[src/rtl/mem_port_arbiter.sv]
// Two-requester arbiter for a shared single-port multi-cycle memory.
// IF and MEM stages share one port; data wins ties unless IF has been starved.
module mem_port_arbiter #(
  parameter int DATA_W       = 32,
  parameter int ADDR_W       = 32,
  parameter int STARVE_LIMIT = 4
) (
  input  logic              clk,
  input  logic              rst,
  input  logic              if_req,
  input  logic [ADDR_W-1:0] if_addr,
  output logic [DATA_W-1:0] if_rdata,
  output logic              if_done,
  input  logic              mem_rd,
  input  logic              mem_wr,
  input  logic [ADDR_W-1:0] mem_addr,
  input  logic [DATA_W-1:0] mem_wdata,
  output logic [DATA_W-1:0] mem_rdata,
  output logic              mem_done,
  output logic              stall_if,
  output logic              stall_mem,
  output logic              m_req,
  output logic              m_we,
  output logic [ADDR_W-1:0] m_addr,
  output logic [DATA_W-1:0] m_wdata,
  input  logic [DATA_W-1:0] m_rdata,
  input  logic              m_ack
);

  // state  | meaning
  // IDLE   | arbitrate between pending requesters
  // D_BUSY | data access outstanding, waiting for m_ack
  // I_BUSY | instruction fetch outstanding, waiting for m_ack
  // RESP   | done pulse to the winner; requests ignored
  typedef enum logic [1:0] {IDLE, D_BUSY, I_BUSY, RESP} state_e;

  localparam logic [2:0] LIMIT = 3'(STARVE_LIMIT);

  state_e            state_q;
  logic [2:0]        starve_q;
  logic              m_req_q;
  logic              m_we_q;
  logic [ADDR_W-1:0] m_addr_q;
  logic [DATA_W-1:0] m_wdata_q;
  logic [DATA_W-1:0] if_rdata_q;
  logic [DATA_W-1:0] mem_rdata_q;
  logic              if_done_q;
  logic              mem_done_q;

  logic data_pend;
  logic grant_if;
  logic grant_d;

  always_comb begin
    data_pend = mem_rd | mem_wr;
    grant_if  = if_req & (~data_pend | (starve_q == LIMIT));
    grant_d   = data_pend & ~grant_if;
  end

  assign m_req     = m_req_q;
  assign m_we      = m_we_q;
  assign m_addr    = m_addr_q;
  assign m_wdata   = m_wdata_q;
  assign if_rdata  = if_rdata_q;
  assign mem_rdata = mem_rdata_q;
  assign if_done   = if_done_q;
  assign mem_done  = mem_done_q;
  // Combinational so a stage unfreezes in the same cycle as its done pulse.
  assign stall_if  = if_req & ~if_done_q;
  assign stall_mem = data_pend & ~mem_done_q;

  always_ff @(posedge clk) begin
    if (rst) begin
      state_q     <= IDLE;
      starve_q    <= '0;
      m_req_q     <= 1'b0;
      m_we_q      <= 1'b0;
      m_addr_q    <= '0;
      m_wdata_q   <= '0;
      if_rdata_q  <= '0;
      mem_rdata_q <= '0;
      if_done_q   <= 1'b0;
      mem_done_q  <= 1'b0;
    end else begin
      case (state_q)
        IDLE: begin
          if (grant_d) begin
            state_q   <= D_BUSY;
            m_req_q   <= 1'b1;
            m_we_q    <= mem_wr;
            m_addr_q  <= mem_addr;
            m_wdata_q <= mem_wdata;
            if (!if_req)
              starve_q <= '0;
            else if (starve_q != LIMIT)
              starve_q <= starve_q + 3'd1;
          end else if (grant_if) begin
            state_q   <= I_BUSY;
            m_req_q   <= 1'b1;
            m_we_q    <= 1'b0;
            m_addr_q  <= if_addr;
            m_wdata_q <= mem_wdata;
            starve_q  <= '0;
          end
        end
        D_BUSY: begin
          if (m_ack) begin
            state_q    <= RESP;
            m_req_q    <= 1'b0;
            m_we_q     <= 1'b0;
            mem_done_q <= 1'b1;
            if (!m_we_q)
              mem_rdata_q <= m_rdata;
          end
        end
        I_BUSY: begin
          if (m_ack) begin
            state_q    <= RESP;
            m_req_q    <= 1'b0;
            m_we_q     <= 1'b0;
            if_done_q  <= 1'b1;
            if_rdata_q <= m_rdata;
          end
        end
        RESP: begin
          state_q    <= IDLE;
          if_done_q  <= 1'b0;
          mem_done_q <= 1'b0;
        end
        default: state_q <= IDLE;
      endcase
    end
  end

endmodule

[config.mk]
export PLATFORM = sky130hd
export DESIGN_NAME = mem_port_arbiter
export DESIGN_NICKNAME = d
export VERILOG_FILES = /design/src/rtl/mem_port_arbiter.sv
export SDC_FILE = /design/constraint.sdc
export NUM_CORES = 1
export LEC_CHECK = 0
export ABC_AREA = 1
export CORE_ASPECT_RATIO = 1.25
export CORE_UTILIZATION = 37
export DETAILED_ROUTE_END_ITERATION = 8
export PLACE_DENSITY = 0.76
export REMOVE_ABC_BUFFERS = 1
export SLEW_MARGIN = 40
export SYNTH_ARGS = -nofsm -noshare
export SYNTH_HDL_FRONTEND = slang
export SYNTH_SLANG_ARGS = --single-unit
[constraint.sdc]
create_clock -name clk -period 1.44 [get_ports clk]
set_input_delay 0.216 -clock clk [delete_from_list [all_inputs] [get_ports clk]]
set_output_delay 0.216 -clock clk [all_outputs]
set_load 0.01 [all_outputs]
==> key figures <==
Hold path
  – Hold/Removal Path Class: in -> reg
  – Hold path cells: 4
  – Hold EP: starve_q[0]
  – Hold_sp: if_req

Timing
  – Setup repair after global routing missed its margin: yes
  – Final Max Slew Viols: 0
  – Rel. slew slack: 85.2%
  – Skew final: 0.00606 ns
  – Fmax: 680 MHz
  – Worst Tran Pin Value: 0.220 ns
  – Setup-failing EPs final: 9
  – Part of the cycle the worst path needs: 102%
  – Min Tclk post-route: 1.47 ns
  – Final hold vios: 0
  – Setup TNS: -0.130 ns
  – Setup ws final: -0.0307 ns

Cells and area
  – ANT cells: 0
  – Final net count: 1220
  – Final core utilization: 67.1%
  – Final non-filler cell area: 9670 um^2
  – Final Non-Filler Cells: 1269
  – Filler cell count: 1229
  – Share of cells above drive strength 1: 14.2%
  – Area Growth Syn to Fin: 77.6%

Run status
  – Run status: complete, but fails checks
  – Failing checks: negative setup slack

Global routing
  – Vias in the first global route: 5377
  – Antenna violations before repair: 0
  – Global route overflow: 0
  – Maximum number of pins on one net before global-route repair: 42
  – Total GRT Usage: 21.9%
  – Global-route wire length before repair: 26200 um

Yosys
  – Library cells used by synthesis: 19
  – Synth warnings: 0
  – Synth Area in Adders: 1.61%
  – Yosys top cell by area: dfxtp_1
  – Ys flop type: dfxtp_1
  – Number of synthesized register bits: 137
  – Share of the synthesized area in the top cell type: 50.4%
  – Netlist Area Pre-Place: 5440 um^2
  – Post-synth EDFFs: 0
  – Synth Area in XOR/XNOR: 0%
  – Largest family of logic cells by synthesized area: simple AND/OR/NAND/NOR gates
  – Sequential area share after synthesis: 50.4%
  – Mapped Cells: 776
  – Synth area leaders: dfxtp_1 (50%), nor2_1 (18%), o21ai_0 (9.1%), nand2_1 (8.4%), nand3_1 (3.6%)
  – Count leader, synth: nor2_1
  – Compound-Gate Fraction of Synth Area: 10.1%
  – Synthesized area per cell: 7.02 um^2
  – Mux share of post-synthesis cell area: 0%
  – Most frequent cells after synthesis: nor2_1 (262), dfxtp_1 (137), nand2_1 (122), o21ai_0 (99), inv_1 (47)
  – Post-synthesis simple-gate area fraction: 30.5%
  – FFs w/ async S/R, synth: 0%

Power
  – Maximum vdd ir drop: 1290 uV
  – Int Power: 11.2 mW
  – PD cells: 1770 nW/um^2
  – Reg power frac: 31.3%
  – Sw power: 5.91 mW
  – Leakage: 4.85 nW
  – Comb pwr share: 43.6%
  – Clock share of power: 25.1%
  – Design Power: 17.1 mW
  – Sw frac: 34.6%

Setup path
  – Worst Setup Start Kind: flip-flop
  – Critical path origin: state_q[1]
  – FF-to-FF path depth: 9
  – Arrival time at the worst endpoint: 1.79 ns
  – Worst-path fanout max: 6
  – Worst setup EP type: flip-flop
  – CP Data Required Time: 1.76 ns
  – Worst R2R Start: state_q[1]
  – R2r setup slk: -0.03 ns
  – FF-to-FF End: m_addr[4]
  – Setup CP Type: reg -> reg

Detailed routing
  – Routed length per instance: 14.8 um
  – Iter 0 DRT Violations: 360
  – # DRC: 0
  – DR top layer: met4
  – Routed Antenna Nets: 0
  – Via density: 4.72
  – First drt pass iteration count: 4
  – WL met1: 7150 um
  – WL met3: 1700 um
  – Routed Wire Length: 18700 um
  – Vias: 5993
  – Routed length on met2: 9460 um

Floorplanning
  – # rows: 49
  – Die Y-Extent: 138 um
  – I/O pins: 268
  – Die width: 110 um
  – DIE AREA: 15200 um^2
  – Starting Density: 37.8%
  – Core ar.: 14400 um^2

Clock network
  – CTS buffer count: 17
  – CTS tree: yes
  – CTS HTree Levels: 4
  – Clk_lat worst skew: 0.42 ns
  – Clk sinks: 137
  – Root buf cell: clkbuf_16
  – Clk buf depth: 2
  – # hold bufs at CTS: 0
  – Clock-pin slew on the worst setup and hold paths: 0.06 ns

Place
  – Placed cell areas: 8610 um^2
  – Input/output buffers: 267
  – Final HPWL DP: 11600 um
  – Placed cell count: 1217
  – Placer Congestion: 0.744

Flow run
  – Max capacitance violation total: 0
-- placed cells by master, fill, tap and decap left out, types with 4 or more instances in the layout --
| cell | synthesis | layout |
|---|---|---|
| o21ai_0 | 99 | 71 |
| ha_1 | 7 | 4 |
| dlygate4sd2_1 | 0 | 132 |
| clkdlybuf4s50_1 | 0 | 132 |
| nand3_1 | 39 | 27 |
| buf_6 | 0 | 5 |
| dfxtp_1 | 137 | 134 |
| nand2_1 | 122 | 121 |
| buf_4 | 5 | 30 |
| nor2_1 | 262 | 245 |
| inv_2 | 3 | 5 |
| nor2_2 | 1 | 17 |
| nand3_2 | 0 | 10 |
| a21oi_1 | 9 | 8 |
| buf_12 | 0 | 13 |
| clkbuf_16 | 0 | 29 |
| inv_1 | 47 | 42 |
| o21ai_2 | 0 | 10 |
| clkinv_2 | 0 | 5 |
| o21ai_1 | 0 | 18 |
-- routing by layer --
layer | up-vias | global-route usage (%)
met5 | - | 0
met4 | 0 | 10.4
met3 | 30 | 9.02
met2 | 231 | 38.3
met1 | 2716 | 23.0
li1 | 3016 | -
-- cell type report --
type	count	area (um^2)	share of cell area, %
repair buffers	330	3420	35.4
flip-flops and latches	137	2750	28.4
multi-input cells	543	2500	25.9
clock buffers	19	453	4.68
well taps	178	223	2.30
inverters	50	195	2.02
clock inverters	12	125	1.29
-- power by group through the flow --
stage	combinational (mW)	clock (mW)	sequential, mW
floorplan	2.21	0	5.68
global placement	6.48	0	5.37
detailed placement	6.55	0	5.40
CTS	6.16	4.38	5.30
global route	8.12	4.55	5.49
finish	7.45	4.28	5.35
-- flip-flops by register name (all words and copies together), names as in the netlist --
register   cells
if_rdata      32
m_addr        32
m_wdata       32
mem_rdata     32
starve_q       3
state_q        2
if_done        1
m_req          1
m_we           1
mem_done       1
-- critical path, cell delays in order, from the launching register on --
cell and delay [ns]:
dfxtp_2 0.32, inv_2 0.09, ha_4 0.16, inv_4 0.04, a21oi_4 0.19, clkbuf_16 0.22, buf_12 0.13, nand3_1 0.10
nand2_1 0.07, inv_1 0.04
-- per-stage QoR --
| stage | setup slack (ns) | hold WS, ns |
|---|---|---|
| floorplan | -1.83 | 0.285 |
| global placement | -0.292 | 0.455 |
| detailed placement | -0.305 | 0.459 |
| CTS | -0.0386 | 0.378 |
| global route | -0.118 | 0.323 |
| finish | -0.0307 | 0.316 |
-- timing repair --
item | 4_1_cts | 5_1_grt
pin swaps | 0 | 20
setup endpoints to repair | 169 | 105
buffers inserted | 1 | 4
gates resized for setup | 144 | 92
cloned | 1 | 15
-- worst max-delay path by stage --
stage	to	slack, ns	depth (start not counted)
floorplan	starve_q[2]	-1.83	7
global placement	stall_mem	-0.29	4
detailed placement	stall_mem	-0.30	4
CTS	stall_mem	-0.04	4
global route	m_addr[15]	-0.12	10
finish	m_addr[4]	-0.03	9
-- kinds of logic (layout without fill, tap and decap cells) --
group | count (synthesis) | in the layout
and+or+nand+nor | 427 | 427
DFF | 137 | 137
AOI/OAI and AO/OA | 109 | 109
buffers and inverters | 96 | 411
adders and majority gates | 7 | 7
No activity file was read; power rests on OpenSTA's default activity.
